===== config.mk =====
export PLATFORM = sky130hd
export DESIGN_NAME = fwd_hazard_unit
export DESIGN_NICKNAME = d
export VERILOG_FILES = /design/src/rtl/fwd_hazard_unit.sv
export SDC_FILE = /design/constraint.sdc
export NUM_CORES = 1
export LEC_CHECK = 0
export ABC_AREA = 1
export CORE_AREA = 2 2 72 74
export CTS_BUF_LIST = sky130_fd_sc_hd__clkbuf_8
export DETAILED_ROUTE_END_ITERATION = 7
export DIE_AREA = 0 0 74 76
export PLACE_DENSITY = 0.9
export SLEW_MARGIN = 20
export SYNTH_ARGS = -nofsm -noshare
export SYNTH_HDL_FRONTEND = slang
export SYNTH_SLANG_ARGS = --single-unit

===== constraint.sdc =====
create_clock -name clk -period 3 [get_ports clk]
set_clock_uncertainty 0.15 [all_clocks]
set_input_delay 0.6 -clock clk [delete_from_list [all_inputs] [get_ports clk]]
set_output_delay 0.6 -clock clk [all_outputs]
set_load 0.1 [all_outputs]

===== src/rtl/fwd_hazard_unit.sv =====
// fwd_hazard_unit: EX operand-forwarding selects, load-use stall and
// taken-branch flush control for the 5-stage core, plus a stall counter.
//
// Ports:
//   clk, rst            clock, async active-high reset
//   id_*                decode-stage instruction fields
//   ex_branch_taken     EX resolved a taken branch/jump this cycle
//   fwd_a_sel/fwd_b_sel 00 regfile, 01 EX/MEM result, 10 MEM/WB value
//   pc_stall/ifid_stall hold PC and IF/ID on a load-use hazard
//   idex_bubble         insert a NOP into ID/EX
//   ifid_flush          squash IF/ID on a taken branch
//   stall_count         saturating count of load-use stall cycles
module fwd_hazard_unit #(
    parameter int REG_AW = 5,
    parameter int CNT_W  = 16
) (
    input  logic              clk,
    input  logic              rst,
    input  logic              id_valid,
    input  logic [REG_AW-1:0] id_rs1,
    input  logic [REG_AW-1:0] id_rs2,
    input  logic              id_use_rs1,
    input  logic              id_use_rs2,
    input  logic [REG_AW-1:0] id_rd,
    input  logic              id_reg_write,
    input  logic              id_mem_read,
    input  logic              ex_branch_taken,
    output logic [1:0]        fwd_a_sel,
    output logic [1:0]        fwd_b_sel,
    output logic              pc_stall,
    output logic              ifid_stall,
    output logic              idex_bubble,
    output logic              ifid_flush,
    output logic [CNT_W-1:0]  stall_count
);

    localparam logic [1:0] SEL_RF  = 2'b00;
    localparam logic [1:0] SEL_MEM = 2'b01;
    localparam logic [1:0] SEL_WB  = 2'b10;

    typedef struct packed {
        logic              valid;
        logic [REG_AW-1:0] rs1;
        logic [REG_AW-1:0] rs2;
        logic              use_rs1;
        logic              use_rs2;
        logic [REG_AW-1:0] rd;
        logic              we;
        logic              mem_read;
    } idex_t;

    typedef struct packed {
        logic [REG_AW-1:0] rd;
        logic              we;
    } wb_t;

    idex_t idex_q, idex_d;
    wb_t   exmem_q, exmem_d;
    wb_t   memwb_q, memwb_d;

    logic [CNT_W-1:0] cnt_q, cnt_d;

    logic       luh;
    logic       stall_raw;
    logic       bubble_raw;
    logic       flush_raw;
    logic [1:0] sel_a_raw;
    logic [1:0] sel_b_raw;

    // The EX/MEM producer is younger than MEM/WB, so it wins.
    // x0 is hardwired zero and never forwarded.
    function automatic logic [1:0] fwd_sel(
        input logic              use_rs,
        input logic [REG_AW-1:0] rs,
        input wb_t               em,
        input wb_t               mw
    );
        logic [1:0] sel;
        sel = SEL_RF;
        if (use_rs && em.we && (em.rd != '0) && (em.rd == rs)) begin
            sel = SEL_MEM;
        end else if (mw.we && (mw.rd != '0) && (mw.rd == rs)) begin
            sel = SEL_WB;
        end
        return sel;
    endfunction

    always_comb begin
        sel_a_raw = fwd_sel(idex_q.use_rs1, idex_q.rs1, exmem_q, memwb_q);
        sel_b_raw = fwd_sel(idex_q.use_rs2, idex_q.rs2, exmem_q, memwb_q);
    end

    // Load in EX whose result a real ID consumer needs right now.
    always_comb begin
        luh = idex_q.valid
            & idex_q.mem_read
            & (idex_q.rd != '0)
            & id_valid
            & ((id_use_rs1 & (id_rs1 == idex_q.rd))
             | (id_use_rs2 & (id_rs2 == idex_q.rd)));
    end

    // A taken branch squashes the stalled consumer, so it overrides
    // the stall: only the flush and bubble remain.
    always_comb begin
        flush_raw  = ex_branch_taken;
        stall_raw  = luh & ~ex_branch_taken;
        bubble_raw = luh | ex_branch_taken;
    end

    always_comb begin
        idex_d = '0;
        if (!bubble_raw) begin
            idex_d.valid    = id_valid;
            idex_d.rs1      = id_rs1;
            idex_d.rs2      = id_rs2;
            idex_d.use_rs1  = id_use_rs1;
            idex_d.use_rs2  = id_use_rs2;
            idex_d.rd       = id_rd;
            idex_d.we       = id_reg_write & id_valid;
            idex_d.mem_read = id_mem_read & id_valid;
        end
    end

    always_comb begin
        exmem_d    = '0;
        exmem_d.rd = idex_q.rd;
        exmem_d.we = idex_q.we & idex_q.valid;
        memwb_d    = exmem_q;
    end

    always_comb begin
        cnt_d = cnt_q;
        if (stall_raw && (cnt_q != '1)) begin
            cnt_d = cnt_q + CNT_W'(1);
        end
    end

    always_ff @(posedge clk or posedge rst) begin
        if (rst) begin
            idex_q  <= '0;
            exmem_q <= '0;
            memwb_q <= '0;
            cnt_q   <= '0;
        end else begin
            idex_q  <= idex_d;
            exmem_q <= exmem_d;
            memwb_q <= memwb_d;
            cnt_q   <= cnt_d;
        end
    end

    // Gate with rst so control drops the moment reset asserts, even
    // while ex_branch_taken is still high.
    always_comb begin
        fwd_a_sel   = rst ? SEL_RF : sel_a_raw;
        fwd_b_sel   = rst ? SEL_RF : sel_b_raw;
        pc_stall    = stall_raw & ~rst;
        ifid_stall  = stall_raw & ~rst;
        idex_bubble = bubble_raw & ~rst;
        ifid_flush  = flush_raw & ~rst;
        stall_count = cnt_q;
    end

endmodule


======== After elaboration in Yosys (flattened, before gate mapping) ========
Index checks and enable logic that the tools add are counted.
Widths: inputs -> output; s select.
storage, ports and cells
  bits in registers ....................... 48
operators by class
  $add $sub $neg .......................... 1
  reductions and logical operators ........ 13
  equal/unequal tests ..................... 7
  bitwise logic cells ..................... 17
  muxes and demuxes ....................... 7
operators by type and width
  operator               number
  $eq 5x5->1             6
  $mux 20                1
  $add 16x1->16 const B  1
  $ne 16x16->1 const B   1
  $reduce_bool 5->1      3
  $and 1x1->1            13
  $mux 2                 6
  $logic_and 1x1->1      10
  $not 1->1              2
  $or 1x1->1             2

======== Depth between registers and ports, before layout ========
  depth in word-level cells ............... 6
  depth in mapped cells ................... 11

======== Least setup slack after synthesis ========
No wires, ideal clock.
  path type ............................... input port to output port
  from .................................... in rst
  to ...................................... out fwd_a_sel[1]
  path slack .............................. -1.095 ns
  stages .................................. 5
  arrival ................................. 3.345 ns
  cells stage by stage .................... inv_1 > o21ai_0 > a21oi_1 > nand3_1 > nor2_1
between the ends
  longest elaborated chain between the ends .. 1
RTL lines
  item             RTL line  source
  start, declared  18        input logic rst,
  $mux 2           156       fwd_a_sel = rst ? SEL_RF : sel_a_raw;
  end, declared    28        output logic [1:0] fwd_a_sel,
No other way between the ends.

======== Worst setup path in the final report ========
  from .................................... in id_rs1[4]
  to ...................................... out idex_bubble
between the ends
  longest elaborated chain between the ends .. 6
RTL lines
  item             RTL line  source
  start, declared  20        input logic [REG_AW-1:0] id_rs1,
  $eq 5x5->1       99        & ((id_use_rs1 & (id_rs1 == idex_q.rd))
  $and 1x1->1      99
  $or 1x1->1       100       | (id_use_rs2 & (id_rs2 == idex_q.rd)));
  $and 1x1->1      99
  $or 1x1->1       108       bubble_raw = luh | ex_branch_taken;
  $and 1x1->1      160       idex_bubble = bubble_raw & ~rst;
  end, declared    32        output logic idex_bubble,
No other way between the ends.

==> results by group <==
STA
  • Worst-Margin Slew: 0.5886 ns
  • RSZ-0062 raised after global routing: false
  • Fin crit period: 2.802 ns
  • Hold Slack: 0.2617 ns
  • Final WS setup: 0.1982 ns
  • Setup violators final: 0
  • Max Slew Vio Count: 0
  • Fin. Hold Viols: 0
  • Relative max-transition margin: 60.76%
  • Period utilization: 93.39%
  • F_max: 356.9 MHz

Detailed routing
  • Final routed DRC violation total: 0
  • TritonRoute pass-1 iters: 4
  • Post-DRT Antenna Nets: 0
  • DR WL met3: 313 um
  • DR WL/cell: 12.28 um
  • Via count: 2207
  • Vias per inst: 4.915
  • Met1 WL: 2312 um
  • First DRT Iteration DRCs: 181
  • Met2 wire len: 2809 um
  • Top routing layer in use: met4
  • Routed Wire Length: 5513 um

Floorplan
  • Core ar.: 4912 sq um
  • IO Count: 47
  • Die W: 74 um
  • Die H: 76 um
  • FP Rows: 26
  • Initial core utilization: 51.15%
  • Die Area: 5624 sq um

Critical path
  • R2r worst-path depth: 7
  • CP Data Arrival Time: 2.05 ns
  • Crit Reg-Reg Endpoint: stall_count[7]
  • Worst-path fanout max: 3
  • FF-to-FF setup slack: 1.00 ns
  • CP cell instances: clkdlybuf4s50_1, inv_1, nand2_1, nand2_1, nor2_1, nand3_1, nand2_2, nand2_1, a21oi_2, buf_12
  • Crit Path Class: primary input to primary output
  • Worst setup SP type: primary input
  • Crit end category: primary output
  • Worst path required time: 2.25 ns
  • Worst r2r src: stall_count[0]
  • Crit-path max cell delay: 0.50 ns
  • Cell mode on critical path: nand2_1
  • Slowest cell on crit path: clkdlybuf4s50_1

Synthesis
  • Synth unique cells: 27
  • Post-synth EDFFs: 0
  • Yosys warnings: 0
  • Syn Inst Count: 327
  • #FFs+latches synth: 48
  • Synthesized net count: 351
  • Ys async rst share: 100.0%
  • Mapped cell area: 2512 sq um
  • Synthesized area per cell: 7.683 sq um
  • Top_reg_cell synth: dfrtp_1
  • Sequential area share after synthesis: 47.81%

Flow run
  • Max_cap viols: 0

Place
  • Input/output buffers: 46
  • Final GP Congestion: 0.9273
  • Detailed placement HPWL: 4157 um
  • Worst slack, placed: 0.1968 ns

Power and ir drop
  • Pwr Density: 403.4 nW/um^2
  • Static leakage: 1.648 nW
  • Max VDD drop: 289.3 uV
  • Total Power: 1.297 mW

Layout
  • Final Util: 65.46%
  • Diodes inserted: 0
  • Layout Nets: 402
  • Register area: 1201 sq um
  • Layout cells sized above 1: 13.46%
  • Multi-input gate area: 1116 sq um
  • Layout fillers: 373
  • Layout area overhead: 27.99%

Clock tree
  • CTS tree: yes
  • TritonCTS Buffers: 5
  • Clock H-tree levels: 2
  • Root Buffer: clkbuf_8
  • Clock sinks: 48
  • # Post-CTS Setup Buffers: 0
  • CTS Hold Bufs: 0
  • Worst-path clk slew: 0.08 ns
  • PostCTS Resize Cnt: 0
  • Clk_lat worst skew: 0.30 ns
  • Clock buffer depth: 2

Global routing
  • First-pass GRT wire length: 10030 um
  • Grt ovf: 0
  • Largest net degree at the start of global routing: 49
  • All-layer global routing usage: 22.75%
  • Initial antenna violation count: 0
  • Number of global-route vias before repair: 2251

Outcome
  • Status: finished, final reports clean

Worst hold path
  • WHS Endpoint: memwb_q[4]
  • WHS Path Cells: 0
  • HP Start: exmem_q[4]
  • Hold Path Class: flop to flop
## where the power goes
part	switching, mW	internal [mW]
combinational	0.0806	0.0630
clock	0.219	0.247
sequential	0.0209	0.667
## metrics by stage
| stage | std cells | setup TNS [ns] | area [sq um] |
|---|---|---|---|
| CTS | 449 | 0 | 3216 |
| global route | 449 | 0 | 3216 |
| finish | 449 | 0 | 3216 |
| floorplan | 327 | -0.08631 | 2530 |
| global placement | 441 | 0 | 3104 |
| detailed placement | 441 | 0 | 3104 |
## cells in the final DEF, fill, tap and decap left out, drive strengths merged, types with 4 or more instances in the layout
cell	instances
xnor2	11
nand4	4
nand2	112
nor2	50
clkbuf	5
buf	27
nand3	18
nor3	6
clkdlybuf4s50	22
xor2	13
dfrtp	48
inv	45
## sequential cells by signal, summed over array words and instances (netlist names)
register     cells
stall_count     16
idex_q          15
exmem_q          6
memwb_q          6
exmem_d          5
## metal layers
metal  up-vias  track usage [%]
li1       1091                -
met1      1021            29.64
met2        88            37.86
met3         7            3.836
met4         0            7.818
met5         -                0
## cells by family after synthesis
kind of cell	after synthesis	synth area share, %
AOI/OAI and AO/OA	9	2.391
xor gates and xnor gates	24	8.366
adders and majority gates	1	0.4979
buffers and inverters	51	8.316
DFF	48	47.81
and+or+nand+nor	194	32.62
## how the worst max path moves through the flow
stage / from / to / slack, ns / cells after the start
floorplan: rst / fwd_a_sel[1] / -0.09 / 5
global placement: id_rs2[2] / idex_bubble / 0.21 / 10
detailed placement: id_rs1[4] / idex_bubble / 0.20 / 10
CTS: id_rs1[4] / idex_bubble / 0.20 / 10
global route: id_rs2[0] / idex_bubble / 0.01 / 10
finish: id_rs1[4] / idex_bubble / 0.20 / 10
## area by class of cell
cell class                      count  share of cell area [%]
Sequential cell                    48                   37.35
Multi-Input combinational cell    228                   34.71
Timing Repair Buffer               49                   16.26
Inverter                           46                   5.486
Tap cell                           70                   2.724
Clock buffer                        5                   2.140
Clock inverter                      3                   1.323
## critical path, delay by kind of cell
kind | cells | cell delay [ns]
AOI/OAI and AO/OA | 1 | 0.18
and+or+nand+nor | 6 | 0.50
buffers and inverters | 3 | 0.75
## Yosys cell counts, types with 2 or more instances
master | n | area share (%)
nand2_1 | 111 | 17
dfrtp_1 | 48 | 48
nor2_1 | 48 | 7.2
inv_1 | 42 | 6.3
nand3_1 | 17 | 3.4
xor2_1 | 13 | 4.5
xnor2_1 | 11 | 3.8
inv_2 | 4 | 0.60
nor3_1 | 4 | 0.80
a21oi_1 | 3 | 0.60
nand4_1 | 3 | 0.75
nor4_1 | 3 | 0.75
buf_2 | 2 | 0.40
buf_4 | 2 | 0.60
nor3_2 | 2 | 0.80
o21ai_0 | 2 | 0.40
o221ai_1 | 2 | 0.70
Power figures use the tool's default switching activity.
